**src/rtl/acumula_compara_n.sv**
```systemverilog
// acumula_compara_n: coin accumulator and price comparator with an inactivity timeout and a purchase handshake (optional TROCO_EN returns change on purchase)
module acumula_compara_n #(
  parameter int VALOR_W      = 6,
  parameter int MOEDA_W      = 3,
  parameter int PRECO_W      = 5,
  parameter int TEMPO_LIMITE = 100,
  parameter int TEMPO_W      = 7
) (
  input  logic               CLK,
  input  logic               rst,
  input  logic               rstC,
  input  logic               moeda_valida,
  input  logic [MOEDA_W-1:0] VM,
  input  logic               compra,
  input  logic [PRECO_W-1:0] vProduto,
  output logic               LP,
  output logic               DM,
  output logic               rejeita,
  output logic [VALOR_W-1:0] vTotal,
  output logic [VALOR_W-1:0] vTroco,
  output logic               ocupado
);
  typedef enum logic [1:0] {OCIOSO, ACUM, LIBERA, DEVOLVE} estado_t;
  estado_t estado, proxEstado;
  logic [TEMPO_W-1:0] timer, timerProx;
  logic [VALOR_W-1:0] totalProx, trocoProx, trocoLibera, precoExt;
  logic [VALOR_W:0] soma;
  logic moedaNova, compraOk, fimTempo, saida, cabe, aceitaMoeda, rejeitaProx;
  assign precoExt    = VALOR_W'(vProduto);
  assign soma        = {1'b0, vTotal} + (VALOR_W+1)'(VM);
  assign cabe        = ~soma[VALOR_W];
  assign moedaNova   = moeda_valida && (VM != '0);
  assign compraOk    = compra && (vProduto != '0) && (vTotal >= precoExt);
  assign fimTempo    = timer == TEMPO_W'(TEMPO_LIMITE - 1);
  assign saida       = rstC || compraOk || fimTempo;
  assign aceitaMoeda = moeda_valida && !saida && cabe;
`ifdef TROCO_EN
  logic [VALOR_W-1:0] preco;
  // latch the accepted price so LIBERA can compute the change
  always_ff @(posedge CLK or posedge rst)
    if (rst) preco <= '0;
    else if (estado == ACUM && !rstC && compraOk) preco <= precoExt;
  assign trocoLibera = vTotal - preco;
`else
  assign trocoLibera = '0;
`endif
  // state register
  always_ff @(posedge CLK or posedge rst)
    if (rst) estado <= OCIOSO;
    else estado <= proxEstado;
  // next state: in ACUM cancel beats purchase beats timeout
  always_comb begin
    proxEstado = OCIOSO;
    case (estado)
      OCIOSO:          proxEstado = moedaNova ? ACUM : OCIOSO;
      ACUM:            proxEstado = rstC ? DEVOLVE : compraOk ? LIBERA : fimTempo ? DEVOLVE : ACUM;
      LIBERA, DEVOLVE: proxEstado = OCIOSO;
    endcase
  end
  // next datapath values; a coin that cannot be credited this cycle is flagged for rejection
  always_comb begin
    totalProx   = vTotal;
    trocoProx   = vTroco;
    timerProx   = '0;
    rejeitaProx = 1'b0;
    case (estado)
      OCIOSO:  totalProx = moedaNova ? VALOR_W'(VM) : vTotal;
      ACUM: begin
        totalProx   = aceitaMoeda ? soma[VALOR_W-1:0] : vTotal;
        timerProx   = aceitaMoeda ? '0 : timer + TEMPO_W'(1);
        rejeitaProx = moeda_valida && !aceitaMoeda;
      end
      LIBERA: begin
        trocoProx   = trocoLibera;
        totalProx   = '0;
        rejeitaProx = moeda_valida;
      end
      DEVOLVE: begin
        trocoProx   = vTotal;
        totalProx   = '0;
        rejeitaProx = moeda_valida;
      end
    endcase
  end
  // registered outputs, decoded from the upcoming state so pulses align with LIBERA/DEVOLVE
  always_ff @(posedge CLK or posedge rst)
    if (rst) begin
      timer   <= '0;
      vTotal  <= '0;
      vTroco  <= '0;
      rejeita <= 1'b0;
      LP      <= 1'b0;
      DM      <= 1'b0;
      ocupado <= 1'b0;
    end else begin
      timer   <= timerProx;
      vTotal  <= totalProx;
      vTroco  <= trocoProx;
      rejeita <= rejeitaProx;
      LP      <= proxEstado == LIBERA;
      DM      <= proxEstado == DEVOLVE;
      ocupado <= proxEstado != OCIOSO;
    end
endmodule

```
**config.mk**
```make
export PLATFORM = sky130hd
export DESIGN_NAME = acumula_compara_n
export DESIGN_NICKNAME = d
export VERILOG_FILES = /design/src/rtl/acumula_compara_n.sv
export SDC_FILE = /design/constraint.sdc
export NUM_CORES = 1
export LEC_CHECK = 0
export ABC_AREA = 1
export CAP_MARGIN = 20
export CELL_PAD_IN_SITES_DETAIL_PLACEMENT = 0
export CELL_PAD_IN_SITES_GLOBAL_PLACEMENT = 2
export CORE_UTILIZATION = 29
export CTS_CLUSTER_DIAMETER = 60
export DETAILED_ROUTE_END_ITERATION = 10
export GPL_TIMING_DRIVEN = 1
export PLACE_DENSITY = 0.79
export SLEW_MARGIN = 40
export SYNTH_ARGS = -nofsm -noshare
export SYNTH_HDL_FRONTEND = slang
export SYNTH_SLANG_ARGS = --single-unit
```
**constraint.sdc**
```tcl
create_clock -name CLK -period 2.2 [get_ports CLK]
set_clock_uncertainty 0.05 [all_clocks]
set_input_delay 0.22 -clock CLK [delete_from_list [all_inputs] [get_ports CLK]]
set_output_delay 0.22 -clock CLK [all_outputs]
set_load 0.03 [all_outputs]
```
## Word-level counts from Yosys, hierarchy flattened

Index checks and enable logic that the tools add are counted.

| cells by class | value |
|---|---|
| add/subtract/negate cells | 2 |
| multiply operators | 0 |
| div/mod/pow operators | 0 |
| order comparisons | 1 |
| equal/unequal tests | 8 |
| shift-type cells | 0 |
| mux-type cells | 12 |
| bitwise logic cells | 1 |
| reduce and logical (&&, ||, !) cells | 17 |

Operators by type and width:

| operator | number |
|---|---|
| one-hot mux 6 bit (3 select lines) | 1 |
| two-way mux 7 bit | 2 |
| two-way mux 6 bit | 2 |
| one-hot mux 6 bit (2 select lines) | 1 |
| equality test 2 bit, second input constant | 4 |
| adder 6 x 3 -> 7 bit | 1 |
| adder 7 x 1 -> 7 bit, second input constant | 1 |
| equality test 7 bit, second input constant | 1 |
| >= comparator 6 x 5 -> 1 bit | 1 |
| logical AND 1 bit | 6 |
| two-way mux 2 bit | 3 |
| one-hot mux 2 bit (3 select lines) | 1 |
| nonzero test 5 bit | 1 |
| != test 2 bit, second input constant | 2 |
| nonzero test 2 bit | 2 |
| nonzero test 3 bit | 1 |
| equality test 2 x 1 -> 1 bit, second input constant | 1 |
| zero test 1 bit | 2 |
| zero test 2 bit | 1 |
| logical OR 1 bit | 2 |
| one-hot mux 1 bit (2 select lines) | 1 |
| AND reduction 2 bit | 1 |
| OR reduction 2 bit | 1 |
| two-way mux 1 bit | 1 |
| inverter 1 bit | 1 |

| storage, ports and cells | value |
|---|---|
| bits in registers | 25 |
| latch bits | 0 |
| bits in writable memories | 0 |
| ROM bits | 0 |
| output and inout bits | 16 |
| logic and storage cells | 49 |
| memories | 0 |

## Depth between registers and ports, before layout

| logic depth | value |
|---|---|
| depth after elaboration | 11 |
| mapped depth | 14 |
| depth with buffers taken out | 14 |

## Worst setup path after synthesis

Ideal clock, no wire load.

| timing | value |
|---|---|
| path kind | reg2reg |
| from | register vTotal[0] |
| to | register vTotal[3] |
| library setup time | 0.119 ns |
| data arrival time | 1.750 ns |
| data required time | 2.031 ns |
| setup slack | 0.281 ns |
| cell stages (with the launch flop) | 11 |
| buffers on the path | 0 |
| clock period less this slack | 1.919 ns |
| cell sequence | dfrtp_1 ha_1 fa_1 nand2_1 nand2_1 nor2_1 nand3_2 nand2_4 nand2_2 nand2_1 nand2_1 |

| on the way | value |
|---|---|
| longest elaborated chain between the ends | 9 |
| elaborated cells on any way between the ends | 13 |

Ends and longest elaborated chain:

| what | RTL line | RTL |
|---|---|---|
| start: declaration | 19 | `output logic [VALOR_W-1:0] vTotal,` |
| start signal: assignment | 97 | `vTotal <= totalProx;` |
| >= comparator 6 x 5 -> 1 bit | 33 | `assign compraOk = compra && (vProduto != '0) && (vTotal >= precoExt);` |
| logical AND 1 bit | 33 |  |
| logical OR 1 bit (2 in series) | 35 | `assign saida = rstC \|\| compraOk \|\| fimTempo;` |
| zero test 1 bit | 36 | `assign aceitaMoeda = moeda_valida && !saida && cabe;` |
| logical AND 1 bit (2 in series) | 36 |  |
| != test 2 bit (no source line) | - |  |
| AND reduction 2 bit (no source line) | - |  |

Parallel ways exist; a longest one is shown, timed or not. The select of a mux whose other input is x is not followed.
A chain may end at the register's enable or synchronous reset.

## Final worst setup path

| timing | value |
|---|---|
| from | register vTotal[0] |
| to | register vTotal[1] |

The elaborated chain is that of the path after synthesis.

==> run metrics <==
final net count 241; post-synthesis async set-or-reset flop share 100.0%; CP Launch Type register; wire length per cell 11.56 um; Final HPWL DP 2.641 mm; RSZ-0062 raised after global routing false; fmax 500.0 MHz; Switching Fraction 44.73%; Seq/Total Area, Yosys 43.86%; Worst-Skew Late Latency 270 ps; Starting Density 30.20%; H-tree depth 1; minimum clock period 2000 ps; multi-input combinational cell area 666.9 um^2; CTS tree done; Final Hold Fails 0; CP max-delay cell dfrtp_1; outcome complete, no violations; clk slew on worst S/H paths 90 ps; hold_buf cts 0; post-CTS setup buffers 0; crit path max fanout 9; crit path kind register to register; Total Routing Usage GR 13.60%; root buffer cell clkbuf_8; slowest cell delay on critical path 450 ps; P&R area growth vs syn 29.56%; max-slew violation count 0; # Max-Cap Violations 0; vias post-DR 1232; Ports 29; Routed Antenna Nets 0; Max-slew headroom 76.03%; Antenna Cells 0; clock sink total 25; Yosys reg bits 25; Yosys warning count 0; Hold Path Class input pin to async pin; internal power 0.001113 W; Die Height 72.13 um; CTS buffer count 3; Die Wd 72.13 um; setup violators final 0; post-CTS sizing 0; sequential group share of total power 34.5%; fin crit share 90.91%; commonest cells after routing, fill and taps aside 52 x nand2_1, 28 x inv_1, 28 x clkdlybuf4s50_1; total congestion overflow 0; Worst VDD drop 607.2 uV; Syn Nets 206; Non-Filler Instances 284; Final GP Congestion 0.8309; P per Cell Area 1090 nW/um^2; Worst Path Required 2320 ps; layout cells sized above 1 5.991%; largest net degree at the start of global routing 26; CP most frequent cell nand2_1; Core Box Area 4723 um^2; Storage cell area 625.6 um^2; Synth Area per Inst 7.794 um^2; Remaining DRCs 0; post-synthesis cell count 183; placed cell count 280; Port Buffer Count 28; vias per cell 4.338; sw power 0.0009008 W; worst path cell trace ha_1, fa_1, nand2_1, nand2_1, nor2_1, nand3_2, nand2_4, nand2_2, nand2_1, nand2_1; drt initial violations 49; Most used DFF post-synth dfrtp_1; Pleak 0.9324 nW; initial antenna violation count 0; vias in the first global route 1143; first-pass GRT wire length 5.485 mm; Yosys cell types 22; DIE AREA 5203 um^2; setup_tns 0 ps; fillers 490; clock buffer depth 2; synthesized area 1426 um^2; commonest non-fill, non-tap cell in the layout nand2_1; DR pass1 iterations 4; combinational share of power 51.6%; critical path endpoint category register; Worst Tran Pin Value 359.5 ps; Post-synth EDFFs 0; Clock power frac 13.9%; row count 25; Critical Path AT 2120 ps; wirelength, routed 3.282 mm
==> final cells by class <==
type	count	share of cell area, %
Multi-Input combinational cell	127	36.09
Sequential cell	25	33.85
Inverter	28	5.687
Clock buffer	3	2.234
Tap cell	67	4.536
Timing Repair Buffer	33	17.20
Clock inverter	1	0.4062
==> state kept, by name, summed over array words and instances (netlist names) <==
register,flops
timer,7
ocupado,1
LP,1
rejeita,1
vTroco,6
vTotal,6
estado,2
DM,1
==> cell families (layout without fill, tap and decap cells) <==
logic type | Yosys count | in the layout | synth area share [%]
simple gates | 99 | 99 | 29.65
buf+inv | 31 | 65 | 9.385
flops | 25 | 25 | 43.86
compound gates | 14 | 14 | 5.351
fa+ha+maj | 10 | 10 | 9.298
xor+xnor | 4 | 4 | 2.457
==> synth_stat cells, types with 2 or more instances <==
cell,instances,area share (%)
a21oi_1,4,1.4
nand3_1,16,5.6
nand2_2,2,0.88
o21ai_0,7,2.5
nand2_1,52,14
ha_1,9,7.9
xor2_1,3,1.8
or2_0,2,0.88
nor3_1,2,0.70
nor2_1,21,5.5
nand4_1,2,0.88
a31oi_1,2,0.88
dfrtp_1,25,44
inv_1,28,7.4
==> critical path: cells and delay by family, from the launching register on <==
kind          cells  cell delay [ps]
fa+ha+maj         2              650
flops             1              450
simple gates      8              740
==> per-stage QoR <==
stage | cell area [um^2] | hold slack [ps] | total power, W | worst slack (ps) | utilization (%)
2_1_floorplan | 1426 | 197.3 | 0.001388 | 280.8 | -
3_3_place_gp | 1799 | 397.5 | 0.001740 | 67.75 | 38.09
3_5_place_dp | 1799 | 415.1 | 0.001752 | 8.849 | 38.09
4_1_cts | 1848 | 252.2 | 0.002040 | 207.3 | 39.13
5_1_grt | 1848 | 285.2 | 0.002177 | 98.61 | 39.13
6_report | 1848 | 247.1 | 0.002014 | 200.1 | 39.13
==> power by group through the flow <==
stage	logic (W)	clock network (W)	registers, W
after floorplan	0.000523	0	0.000865
after global placement	0.00104	0	0.000704
after detailed placement	0.00104	0	0.000709
after CTS	0.00105	0.000292	0.000700
after global routing	0.00115	0.000313	0.000712
final	0.00104	0.000280	0.000695
==> final timing paths <==
check	startpoint	endpoint	slack [ps]	depth (start not counted)
max	vTotal[0]	vTotal[1]	200	10
min	rst	rejeita	250	3
max reg2reg	vTotal[0]	vTotal[1]	200	10
min reg2reg	vTroco[1]	vTroco[1]	430	2
max in group asynchronous	rst	timer[2]	1620	3
min in group CLK	vTroco[1]	vTroco[1]	430	2
==> per-layer routing <==
| layer | global-route usage [%] | wire length [um] |
|---|---|---|
| met4 | 2.832 | 16 |
| met2 | 21.81 | 1562 |
| met5 | 0 | 0 |
| met1 | 18.77 | 1569 |
| met3 | 3.194 | 134 |
Note: power is estimated with default switching activity, not from simulation.
